--- src/rtl/regfile_pkg.sv ---
// Shared register-file definitions: geometry of the 4x8 register file and
// the packed write-back entry used by the register file and its write queue.
package regfile_pkg;

  localparam int REG_ADDR_W = 2;
  localparam int REG_DATA_W = 8;
  localparam int NUM_REGS   = 4;

  typedef struct packed {
    logic [REG_ADDR_W-1:0] addr;
    logic [REG_DATA_W-1:0] data;
  } wb_entry_t;

endpackage

--- src/rtl/regfile_wb_queue_wb_fwd_match.sv ---
// Forwarding matcher for one decode read port. Walks the pending entries
// from oldest (rd_ptr) to youngest (rd_ptr+count-1); each later match
// overrides the earlier one, so the youngest matching value wins.
module wb_fwd_match
  import regfile_pkg::*;
#(
  parameter int DEPTH  = 4,
  parameter int ADDR_W = REG_ADDR_W,
  parameter int DATA_W = REG_DATA_W,
  localparam int PTR_W = $clog2(DEPTH),
  localparam int CNT_W = $clog2(DEPTH) + 1
) (
  input  wb_entry_t         entries [DEPTH],
  input  logic [DEPTH-1:0]  valid,
  input  logic [PTR_W-1:0]  rd_ptr,
  input  logic [CNT_W-1:0]  count,
  input  logic [ADDR_W-1:0] query,
  output logic              hit,
  output logic [DATA_W-1:0] data
);

  // Age-ordered search; data stays zero when nothing matches.
  always_comb begin
    logic [PTR_W-1:0] idx;
    logic             match;
    hit   = 1'b0;
    data  = {DATA_W{1'b0}};
    idx   = {PTR_W{1'b0}};
    match = 1'b0;
    for (int k = 0; k < DEPTH; k++) begin
      idx   = rd_ptr + PTR_W'(k);
      match = (CNT_W'(k) < count) && valid[idx] && (entries[idx].addr == query);
      hit   = hit | match;
      data  = match ? entries[idx].data : data;
    end
  end

endmodule

--- src/rtl/regfile_wb_queue.sv ---
// Write-back queue in front of the 4x8 register file write port.
// In-order circular buffer, one push and one pop per cycle, flush has
// priority over both. Operand forwarding is compiled in only when
// REGFILE_WB_BYPASS_EN is defined; otherwise the fwd_* outputs are zero
// and decode must stall while the queue is not empty.
module regfile_wb_queue
  import regfile_pkg::*;
#(
  parameter int DEPTH  = 4,
  parameter int ADDR_W = REG_ADDR_W,
  parameter int DATA_W = REG_DATA_W
) (
  input  logic              clk,
  input  logic              rst,
  input  logic              in_valid,
  output logic              in_ready,
  input  logic [ADDR_W-1:0] in_addr,
  input  logic [DATA_W-1:0] in_data,
  input  logic              flush,
  input  logic              rf_grant,
  output logic              rf_write_enable,
  output logic [ADDR_W-1:0] rf_write_addr,
  output logic [DATA_W-1:0] rf_write_data,
  input  logic [ADDR_W-1:0] q_addr1,
  input  logic [ADDR_W-1:0] q_addr2,
  output logic              fwd_hit1,
  output logic              fwd_hit2,
  output logic [DATA_W-1:0] fwd_data1,
  output logic [DATA_W-1:0] fwd_data2,
  output logic              empty
);

  localparam int PTR_W = $clog2(DEPTH);
  localparam int CNT_W = PTR_W + 1;

  wb_entry_t        mem_r [DEPTH];
  logic [PTR_W-1:0] wr_ptr_r;
  logic [PTR_W-1:0] rd_ptr_r;
  logic [CNT_W-1:0] count_r;

  logic      full_s;
  logic      empty_s;
  logic      push_s;
  logic      pop_s;
  wb_entry_t head_s;

  // Full/empty come from count alone, so wr_ptr==rd_ptr is never ambiguous.
  assign full_s  = (count_r == CNT_W'(DEPTH));
  assign empty_s = (count_r == {CNT_W{1'b0}});

  // Ready does not look through a same-cycle pop: a full queue refuses.
  assign push_s = in_valid && !full_s && !flush;
  assign pop_s  = !empty_s && rf_grant && !flush;
  assign head_s = mem_r[rd_ptr_r];

  assign in_ready        = !full_s;
  assign empty           = empty_s;
  assign rf_write_enable = pop_s;
  assign rf_write_addr   = head_s.addr;
  assign rf_write_data   = head_s.data;

  // Entry storage: written on accepted push only; contents are never reset.
  always_ff @(posedge clk) begin
    if (push_s) begin
      mem_r[wr_ptr_r] <= {in_addr, in_data};
    end
  end

  // Pointer and occupancy bookkeeping; flush discards everything pending.
  always_ff @(posedge clk or posedge rst) begin
    if (rst) begin
      wr_ptr_r <= {PTR_W{1'b0}};
      rd_ptr_r <= {PTR_W{1'b0}};
      count_r  <= {CNT_W{1'b0}};
    end else if (flush) begin
      wr_ptr_r <= {PTR_W{1'b0}};
      rd_ptr_r <= {PTR_W{1'b0}};
      count_r  <= {CNT_W{1'b0}};
    end else begin
      if (push_s) begin
        wr_ptr_r <= wr_ptr_r + PTR_W'(1);
      end
      if (pop_s) begin
        rd_ptr_r <= rd_ptr_r + PTR_W'(1);
      end
      case ({push_s, pop_s})
        2'b10:   count_r <= count_r + CNT_W'(1);
        2'b01:   count_r <= count_r - CNT_W'(1);
        default: count_r <= count_r;
      endcase
    end
  end

`ifdef REGFILE_WB_BYPASS_EN
  logic [DEPTH-1:0] valid_s;

  // Slot i is pending when its distance from the head is below count.
  always_comb begin
    logic [PTR_W-1:0] off;
    valid_s = {DEPTH{1'b0}};
    off     = {PTR_W{1'b0}};
    for (int i = 0; i < DEPTH; i++) begin
      off        = PTR_W'(i) - rd_ptr_r;
      valid_s[i] = ({1'b0, off} < count_r);
    end
  end

  wb_fwd_match #(.DEPTH(DEPTH), .ADDR_W(ADDR_W), .DATA_W(DATA_W)) u_match1 (
    .entries (mem_r),
    .valid   (valid_s),
    .rd_ptr  (rd_ptr_r),
    .count   (count_r),
    .query   (q_addr1),
    .hit     (fwd_hit1),
    .data    (fwd_data1)
  );

  wb_fwd_match #(.DEPTH(DEPTH), .ADDR_W(ADDR_W), .DATA_W(DATA_W)) u_match2 (
    .entries (mem_r),
    .valid   (valid_s),
    .rd_ptr  (rd_ptr_r),
    .count   (count_r),
    .query   (q_addr2),
    .hit     (fwd_hit2),
    .data    (fwd_data2)
  );
`else
  logic unused_q_s;

  // Without forwarding the read addresses have no consumer.
  assign unused_q_s = ^{q_addr1, q_addr2};
  assign fwd_hit1   = 1'b0;
  assign fwd_hit2   = 1'b0;
  assign fwd_data1  = {DATA_W{1'b0}};
  assign fwd_data2  = {DATA_W{1'b0}};
`endif

endmodule

--- config.mk ---
export PLATFORM = sky130hd
export DESIGN_NAME = regfile_wb_queue
export DESIGN_NICKNAME = d
export VERILOG_FILES = /design/src/rtl/regfile_pkg.sv /design/src/rtl/regfile_wb_queue_wb_fwd_match.sv /design/src/rtl/regfile_wb_queue.sv
export SDC_FILE = /design/constraint.sdc
export NUM_CORES = 1
export LEC_CHECK = 0
export CORE_MARGIN = 2
export CORE_UTILIZATION = 33
export CTS_BUF_LIST = sky130_fd_sc_hd__clkbuf_4 sky130_fd_sc_hd__clkbuf_8 sky130_fd_sc_hd__clkbuf_16
export DETAILED_ROUTE_END_ITERATION = 7
export GPL_ROUTABILITY_DRIVEN = 0
export SLEW_MARGIN = 20
export SYNTH_ARGS = -nofsm -noshare
export SYNTH_HDL_FRONTEND = slang
export SYNTH_SLANG_ARGS = --single-unit
--- constraint.sdc ---
create_clock -name clk -period 2.05 [get_ports clk]
set_input_delay 0.5125 -clock clk [delete_from_list [all_inputs] [get_ports clk]]
set_output_delay 0.5125 -clock clk [all_outputs]
set_load 0.005 [all_outputs]
### Word-level counts from Yosys, hierarchy flattened

Memories as Yosys holds them, arrays and structs flattened.
Index checks and enable logic that the tools add are counted.

* eq/ne operators: 3
* muxes and demuxes: 8
* reduce and logical (&&, ||, !) cells: 11
* add/subtract/negate cells: 4

Operator list (count)
* 2-to-1 mux 2 bit: 4
* one-hot mux 3 bit (2 select lines): 1
* adder 2 x 1 -> 2 bit (second input constant): 2
* logical AND 1 bit: 4
* nonzero test 2 bit: 2
* adder 3 x 1 -> 3 bit (second input constant): 1
* == test 3 bit (second input constant): 1
* logical NOT 1 bit: 3
* logical NOT 3 bit: 1
* 2-to-1 mux 3 bit: 1
* nonzero test 3 bit: 1
* subtractor 3 x 1 -> 3 bit (second input constant): 1
* == test 2 x 1 -> 1 bit (second input constant): 1
* == test 2 bit (second input constant): 1
* 2-to-1 mux 1 bit: 2

* register bits: 7
* memories: 1
* RAM bits: 40
* input bits: 19
* output and inout bits: 31

Memories
* mem_r: depth 4, width 10, rd ports 1, clocked after Yosys merged registers in 0, write ports 1, RTL line regfile_wb_queue.sv:36 `wb_entry_t mem_r [DEPTH];`

### Depth between registers and ports, before layout

Gate-level depths: netlist of run 1.

* depth after elaboration: 7
* gate-level depth with buffers: 8
* gate-level depth less buffers: 8

### Least setup slack after synthesis of run 1

OpenSTA, ideal clock, no wires.

* path type: reg-to-reg
* start: reg count_r[1]
* end: reg count_r[2]
* cell stages (with the launch flop): 9
* slack: 0.029 ns
* data required time: 1.914 ns
* data arrival time: 1.885 ns
* period minus slack after synthesis: 2.021 ns
* cells stage by stage: dfrtp_1 -> or2_2 -> o21ai_2 -> a211oi_1 -> fa_1 -> nand2_1 -> xor2_1 -> o221a_2 -> a21oi_1

* word-level cells in the longest chain between the ends: 7
* elaborated cells between the ends (all ways): 15
* classes of those cells: add/sub: 2; eq/ne: 3; mux: 2; reduce/logical: 8

Ends and longest elaborated chain
* from (decl): RTL line regfile_wb_queue.sv:39 `logic [CNT_W-1:0] count_r;`
* from (signal assigned): RTL line regfile_wb_queue.sv:74 `count_r <= {CNT_W{1'b0}};`
* from (signal assigned): RTL line regfile_wb_queue.sv:78 `count_r <= {CNT_W{1'b0}};`
* from (signal assigned): RTL line regfile_wb_queue.sv:87 `2'b10: count_r <= count_r + CNT_W'(1);`
* == test 3 bit or logical NOT 3 bit (tied branches): RTL line regfile_wb_queue.sv:48, regfile_wb_queue.sv:49
* logical NOT 1 bit (on tied branches): RTL line regfile_wb_queue.sv:52, regfile_wb_queue.sv:53
* logical AND 1 bit (on tied branches) (2 in series): RTL line regfile_wb_queue.sv:52, regfile_wb_queue.sv:53
* == test 2 x 1 -> 1 bit or == test 2 bit (tied branches): RTL line regfile_wb_queue.sv:86 `case ({push_s, pop_s})`
* one-hot mux 3 bit (2 select lines): RTL line regfile_wb_queue.sv:86
* 2-to-1 mux 3 bit: RTL line regfile_wb_queue.sv:75 `end else if (flush) begin`

Parallel ways exist; a longest one is shown, timed or not.
A chain may end at the register's enable or synchronous reset.

### Worst setup path in the final report of run 1

* start: reg rd_ptr_r[0]
* end: out rf_write_data[6]

* word-level cells in the longest chain between the ends: 1

Ends and longest elaborated chain
* from (decl): RTL line regfile_wb_queue.sv:38 `logic [PTR_W-1:0] rd_ptr_r;`
* from (signal assigned): RTL line regfile_wb_queue.sv:73 `rd_ptr_r <= {PTR_W{1'b0}};`
* from (signal assigned): RTL line regfile_wb_queue.sv:77 `rd_ptr_r <= {PTR_W{1'b0}};`
* from (signal assigned): RTL line regfile_wb_queue.sv:84 `rd_ptr_r <= rd_ptr_r + PTR_W'(1);`
* memory read (4 x 10 bit)
* to (decl): RTL line regfile_wb_queue.sv:23 `output logic [DATA_W-1:0] rf_write_data,`

Every way passes these cells.

==> results of run 1 <==
## synth_stat cells (2+ instances only)
| library cell | count | area (um^2) |
|---|---|---|
| dfrtp_1 | 7 | 175 |
| edfxtp_1 | 40 | 1200 |
| buf_4 | 19 | 143 |
| nand2_1 | 3 | 11.3 |
| xnor2_1 | 2 | 17.5 |
| nor2_1 | 7 | 26.3 |
| nor3_1 | 3 | 15.0 |
| buf_2 | 3 | 15.0 |
| inv_1 | 3 | 11.3 |
| xor2_1 | 3 | 26.3 |
| a21oi_1 | 3 | 15.0 |
| nand3_1 | 5 | 25.0 |
| mux4_2 | 10 | 225 |
| and2_1 | 4 | 25.0 |
| ha_1 | 4 | 50.1 |
| o21ai_0 | 2 | 10.0 |
## power by group through the flow
stage	logic, W	registers (W)	clock network [W]
2_1_floorplan	0.000217	0.00112	0
3_3_place_gp	0.000376	0.00112	0
3_5_place_dp	0.000387	0.00112	0
4_1_cts	0.000408	0.00110	0.000694
5_1_grt	0.000423	0.00111	0.000731
6_report	0.000387	0.00110	0.000673
## layout make-up
cell class | instances | share of cell area, %
Timing Repair Buffer | 47 | 15.7
Clock inverter | 3 | 1.71
Multi-Input combinational cell | 78 | 25.0
Sequential cell | 47 | 51.0
Clock buffer | 5 | 2.55
Inverter | 3 | 0.416
Tap cell | 77 | 3.56
## routing by layer
| layer | up-vias | global-route usage (%) |
|---|---|---|
| li1 | 557 | - |
| met1 | 595 | 12.7 |
| met2 | 32 | 18.8 |
| met3 | 5 | 3.44 |
| met4 | 0 | 3.46 |
| met5 | - | 0 |
## timing repair
item,4_1_cts,5_1_grt
setup endpoints to repair,14,12
gates cloned,1,0
setup buffers,4,1
pin swaps,1,4
resized for setup,50,7
hold endpoints to repair,0,0
## logic make-up (layout without fill, tap and decap cells)
| group | after synthesis | in the layout | synth area share (%) |
|---|---|---|---|
| AOI/OAI and AO/OA | 10 | 10 | 3.22 |
| adders and majority gates | 5 | 5 | 3.28 |
| other | 1 | 18 | 0.175 |
| xor gates and xnor gates | 5 | 5 | 2.05 |
| DFF | 47 | 47 | 64.4 |
| buffers and inverters | 27 | 58 | 8.60 |
| muxes | 11 | 11 | 11.1 |
| and+or+nand+nor | 29 | 29 | 7.26 |
## worst max-delay path by stage
stage	from	depth (start not counted)	endpoint	slack, ns
after floorplan	count_r[1]$_DFFE_PP0P_	8	count_r[2]$_DFFE_PP0P_	0.03
after global placement	rf_grant	8	count_r[2]$_DFFE_PP0P_	-0.17
after detailed placement	rf_grant	8	count_r[2]$_DFFE_PP0P_	-0.23
after CTS	rd_ptr_r[0]$_DFFE_PP0P_	4	rf_write_data[3]	-0.11
after global routing	rd_ptr_r[0]$_DFFE_PP0P_	3	rf_write_addr[1]	-0.03
final	rd_ptr_r[0]$_DFFE_PP0P_	3	rf_write_data[6]	0.04
## state kept, by name, indices dropped and copies added (netlist names)
name	flops
mem_r	40
rd_ptr_r	2
count_r	3
wr_ptr_r	2
## through the flow
step                TNS (ns)  total power (W)  hold WS, ns
finish                     0          0.00216        0.457
global route          -0.118          0.00226        0.468
CTS                   -0.298          0.00220        0.458
detailed placement     -1.21          0.00151        0.579
global placement      -0.456          0.00149        0.551
floorplan                  0          0.00134        0.316
==> impl_metrics.json, run 1 <==
{
  "antenna_cells": 0,
  "fp.coreArea_mm2": 0.00631,
  "crit_chain": "buf_6 -> mux4_2 -> buf_6",
  "drt_iter0_markers": 39,
  "first_pass_iters": 4,
  "io_pins": 50,
  "areaGrowthSynthToFinish_pct": 26.4,
  "io_buffers": 27,
  "num-fill-cells": 598,
  "clock_latency_ns": 0.30,
  "cpPeakStageDelay_ns": 0.51,
  "finalCritPeriodShare_pct": 98.0,
  "yosysSeqAreaShare_pct": 64.4,
  "power_density_mw_per_mm2": 800,
  "finalSetupViolCount": 0,
  "dieArea_mm2": 0.00714,
  "drive_gt1_share_pct": 32.2,
  "nets": 206,
  "vias": 1189,
  "start_kind": "flop",
  "worst-path-max-fanout": 5,
  "cts_max_path_buffers": 2,
  "design_area_mm2": 0.00270,
  "grt-ovfl-total": 0,
  "internal_power_w": 0.00166,
  "rows": 29,
  "rr_startpoint": "count_r[0]$_DFFE_PP0P_",
  "regArea_mm2": 0.00138,
  "dp_cells": 248,
  "multi_input_comb_area_um2": 677,
  "cts_tree": "built",
  "grt_pass1_vias": 1200,
  "slew_viol_final": 0,
  "cp.arrival_ns": 1.50,
  "async_flop_share_pct": 14.9,
  "grt_pass1_wl_mm": 5.88,
  "finalHoldViolCount": 0,
  "holdCritPathClass": "in2async",
  "highest_layer": "met4",
  "numCtsBuffers": 5,
  "setup_ws_ns": 0.0404,
  "final_cell_mix": "edfxtp_1, conb_1, buf_4",
  "synth-edff-count": 40,
  "postCtsHoldBufs": 0,
  "clock-sinks": 47,
  "synthesis.area_mm2": 0.00214,
  "syn_avg_cell_area_um2": 15.8,
  "antenna_found_initial": 0,
  "maxCapViolations": 0,
  "reg2reg_to": "count_r[2]$_DFFE_PP0P_",
  "leakagePower_nw": 1.00,
  "ant_nets": 0,
  "wl_mm": 3.75,
  "vias_per_cell": 4.57,
  "clock_power_share_pct": 31.1,
  "comb_power_share_pct": 17.9,
  "drt-met1-wl_mm": 1.57,
  "synth_flop_cell": "edfxtp_1",
  "cp_num_buf_inv": 2,
  "path_delay_family": "multiplexers",
  "place_ws_ns": -0.227,
  "wl_per_cell_um": 14.4,
  "hpwlAfterDp_mm": 2.54,
  "cts-htree-levels": 2,
  "crit_slowest_cell": "mux4_2",
  "synth.distinct_cells": 33,
  "rsz0062_at_grt": "true",
  "drc": 0,
  "dieHeight_um": 84.5,
  "power_frac_seq_pct": 51.0,
  "start_util_pct": 33.9,
  "netSwitchingPower_w": 0.000500,
  "layout_commonest_cell": "edfxtp_1",
  "critPathRequiredTime_ns": 1.54,
  "cpMostUsedCell": "buf_6",
  "stdcell_count": 260,
  "placed_area_mm2": 0.00257,
  "path_clk_slew_ns": 0.09,
  "fmax_ghz": 0.498,
  "ys_ff_latch": 47,
  "die_w_um": 84.5,
  "synth_cells": 135,
  "finalCriticalPeriod_ns": 2.01,
  "wl_met3_um": 183,
  "wl_met2_mm": 1.95,
  "status": "finished, final reports clean",
  "fin_worst_skew_ns": 0.00527,
  "vdd_ir_drop_max_mv": 0.320,
  "end_kind": "output pin",
  "r2r_slack_ns": 0.06,
  "grtUsageTotal_pct": 10.8,
  "fin_util_pct": 42.8,
  "cts_root_buf": "clkbuf_8",
  "worstSetupPathType": "reg2out",
  "grt_max_degree": 17,
  "reg2reg_depth": 9,
  "yosys_warnings": 0,
  "swShare_pct": 23.1
}
(Power assumes the default switching activity.)
==> run 2: changes to the inputs <==
clock period = 1.88 ns   (was 2.05 ns; I/O delays follow)
==> run 2 against run 1 <==
Compared with the run above: the run now ends with negative setup slack left; utilization is 0.87 points higher; power is 11% higher; design area is 2.0% higher; combinational power is 17% higher; global-route usage is 1.0 points higher; worst hold slack worse by 0.063 ns; non-clock buffer count is 2 higher.
==> impl_metrics.json, run 2 (synthesis results as in run 1) <==
{
  "numCtsBuffers": 5,
  "internal_power_w": 0.00183,
  "ant_nets": 0,
  "grt-ovfl-total": 0,
  "hold_ws_ns": 0.395,
  "grt_max_degree": 17,
  "place_ws_ns": -0.369,
  "setup_ws_ns": -0.0858,
  "postCtsHoldBufs": 0,
  "fin_util_pct": 43.7,
  "finalHoldViolCount": 0,
  "slew_viol_final": 0,
  "end_kind": "output pin",
  "final_cell_mix": "edfxtp_1, conb_1, clkdlybuf4s50_1, buf_4, mux4_2",
  "io_buffers": 27,
  "wl_mm": 3.92,
  "reg2reg_to": "count_r[2]$_DFFE_PP0P_",
  "dieArea_mm2": 0.00714,
  "critPathRequiredTime_ns": 1.41,
  "finalCriticalPeriod_ns": 1.97,
  "grt_pass1_vias": 1314,
  "grt_pass1_wl_mm": 6.41,
  "start_kind": "flop",
  "clock_latency_ns": 0.30,
  "multi_input_comb_area_um2": 702,
  "layout_commonest_cell": "edfxtp_1",
  "antenna_cells": 0,
  "io_pins": 50,
  "num-fill-cells": 604,
  "regArea_mm2": 0.00138,
  "clock-sinks": 47,
  "cts_tree": "built",
  "vias_per_cell": 4.58,
  "finalSetupViolCount": 12,
  "top_register": "mem_r",
  "largest_reg_flops": 40,
  "start_util_pct": 33.9,
  "areaGrowthSynthToFinish_pct": 29.0,
  "failed_checks": "negative setup slack",
  "worst-path-max-fanout": 5,
  "comb_power_share_pct": 18.8,
  "maxCapViolations": 0,
  "power_density_mw_per_mm2": 867,
  "wl_per_cell_um": 15.0,
  "netSwitchingPower_w": 0.000562,
  "status": "complete, but fails checks",
  "cts_max_path_buffers": 2,
  "worstSetupPathType": "reg2out",
  "vias": 1200,
  "cp.arrival_ns": 1.50,
  "drt_iter0_markers": 45,
  "power_frac_seq_pct": 50.2,
  "cts_root_buf": "clkbuf_8",
  "fmax_ghz": 0.509,
  "r2r_slack_ns": -0.06,
  "rows": 29,
  "leakagePower_nw": 1.01,
  "nets": 208,
  "first_pass_iters": 4,
  "cts-htree-levels": 2,
  "holdCritPathClass": "in2async",
  "fin_worst_skew_ns": 0.0120,
  "vdd_ir_drop_max_mv": 0.390,
  "fp.coreArea_mm2": 0.00631,
  "grtUsageTotal_pct": 11.8,
  "path_clk_slew_ns": 0.10,
  "rsz0062_at_grt": "true",
  "hpwlAfterDp_mm": 2.67,
  "reg2reg_depth": 10,
  "die_w_um": 84.5,
  "drc": 0,
  "drive_gt1_share_pct": 38.9,
  "reg_top3": "mem_r x40, count_r x3",
  "swShare_pct": 23.5,
  "clock_power_share_pct": 31.0,
  "dieHeight_um": 84.5,
  "finalCritPeriodShare_pct": 105,
  "rr_startpoint": "count_r[1]$_DFFE_PP0P_",
  "antenna_found_initial": 0
}
==> run 2: what timing repair did <==
| item | CTS | global route |
|---|---|---|
| setup buffers | 5 | 1 |
| gates cloned | 1 | 0 |
| gates resized for setup | 59 | 9 |
| pin swaps | 4 | 1 |
| setup endpoints to repair | 15 | 55 |
==> run 2: layout make-up <==
class,count,area share [%]
Clock buffer,5,2.49
Clock inverter,3,1.68
Tap cell,77,3.49
Multi-Input combinational cell,78,25.4
Timing Repair Buffer,49,16.5
Sequential cell,47,50.0
Inverter,3,0.408
==> run 2: worst max path at each step <==
stage	start	endpoint	slack, ns	cells after the start
3_5_place_dp	rf_grant	count_r[2]$_DFFE_PP0P_	-0.37	8
2_1_floorplan	count_r[0]$_DFFE_PP0P_	count_r[2]$_DFFE_PP0P_	-0.03	8
3_3_place_gp	rf_grant	count_r[2]$_DFFE_PP0P_	-0.28	8
4_1_cts	rd_ptr_r[0]$_DFFE_PP0P_	rf_write_addr[0]	-0.21	4
5_1_grt	count_r[1]$_DFFE_PP0P_	count_r[2]$_DFFE_PP0P_	-0.19	10
6_report	rd_ptr_r[0]$_DFFE_PP0P_	rf_write_addr[1]	-0.09	3
==> run 2: critical path, cell delays in order, from the launching register on <==
cell	delay, ns
dfrtp_1	0.39
buf_6	0.16
mux4_2	0.51
buf_2	0.14
==> run 2: power by group through the flow <==
stage	Combinational, W	Sequential (W)	Clock, W
3_3_place_gp	0.000432	0.00122	0
4_1_cts	0.000483	0.00120	0.000759
3_5_place_dp	0.000448	0.00123	0
6_report	0.000451	0.00120	0.000741
5_1_grt	0.000496	0.00121	0.000796
2_1_floorplan	0.000247	0.00122	0
==> run 2: per-stage QoR <==
stage	total power (W)	instances	cell area, um^2	setup TNS [ns]
3_5_place_dp	0.00167	250	2620	-9.14
2_1_floorplan	0.00147	152	2220	-0.0274
4_1_cts	0.00244	264	2790	-1.61
3_3_place_gp	0.00165	250	2620	-6.53
6_report	0.00239	262	2760	-0.751
5_1_grt	0.00250	262	2760	-1.81
==> run 2: metal layers <==
metal	global-route usage (%)	part of all wire [%]	vias to the layer above
li1	-	-	560
met1	13.1	40	595
met5	0	0	-
met3	3.74	5.5	6
met2	21.4	53	39
met4	3.90	1.3	0
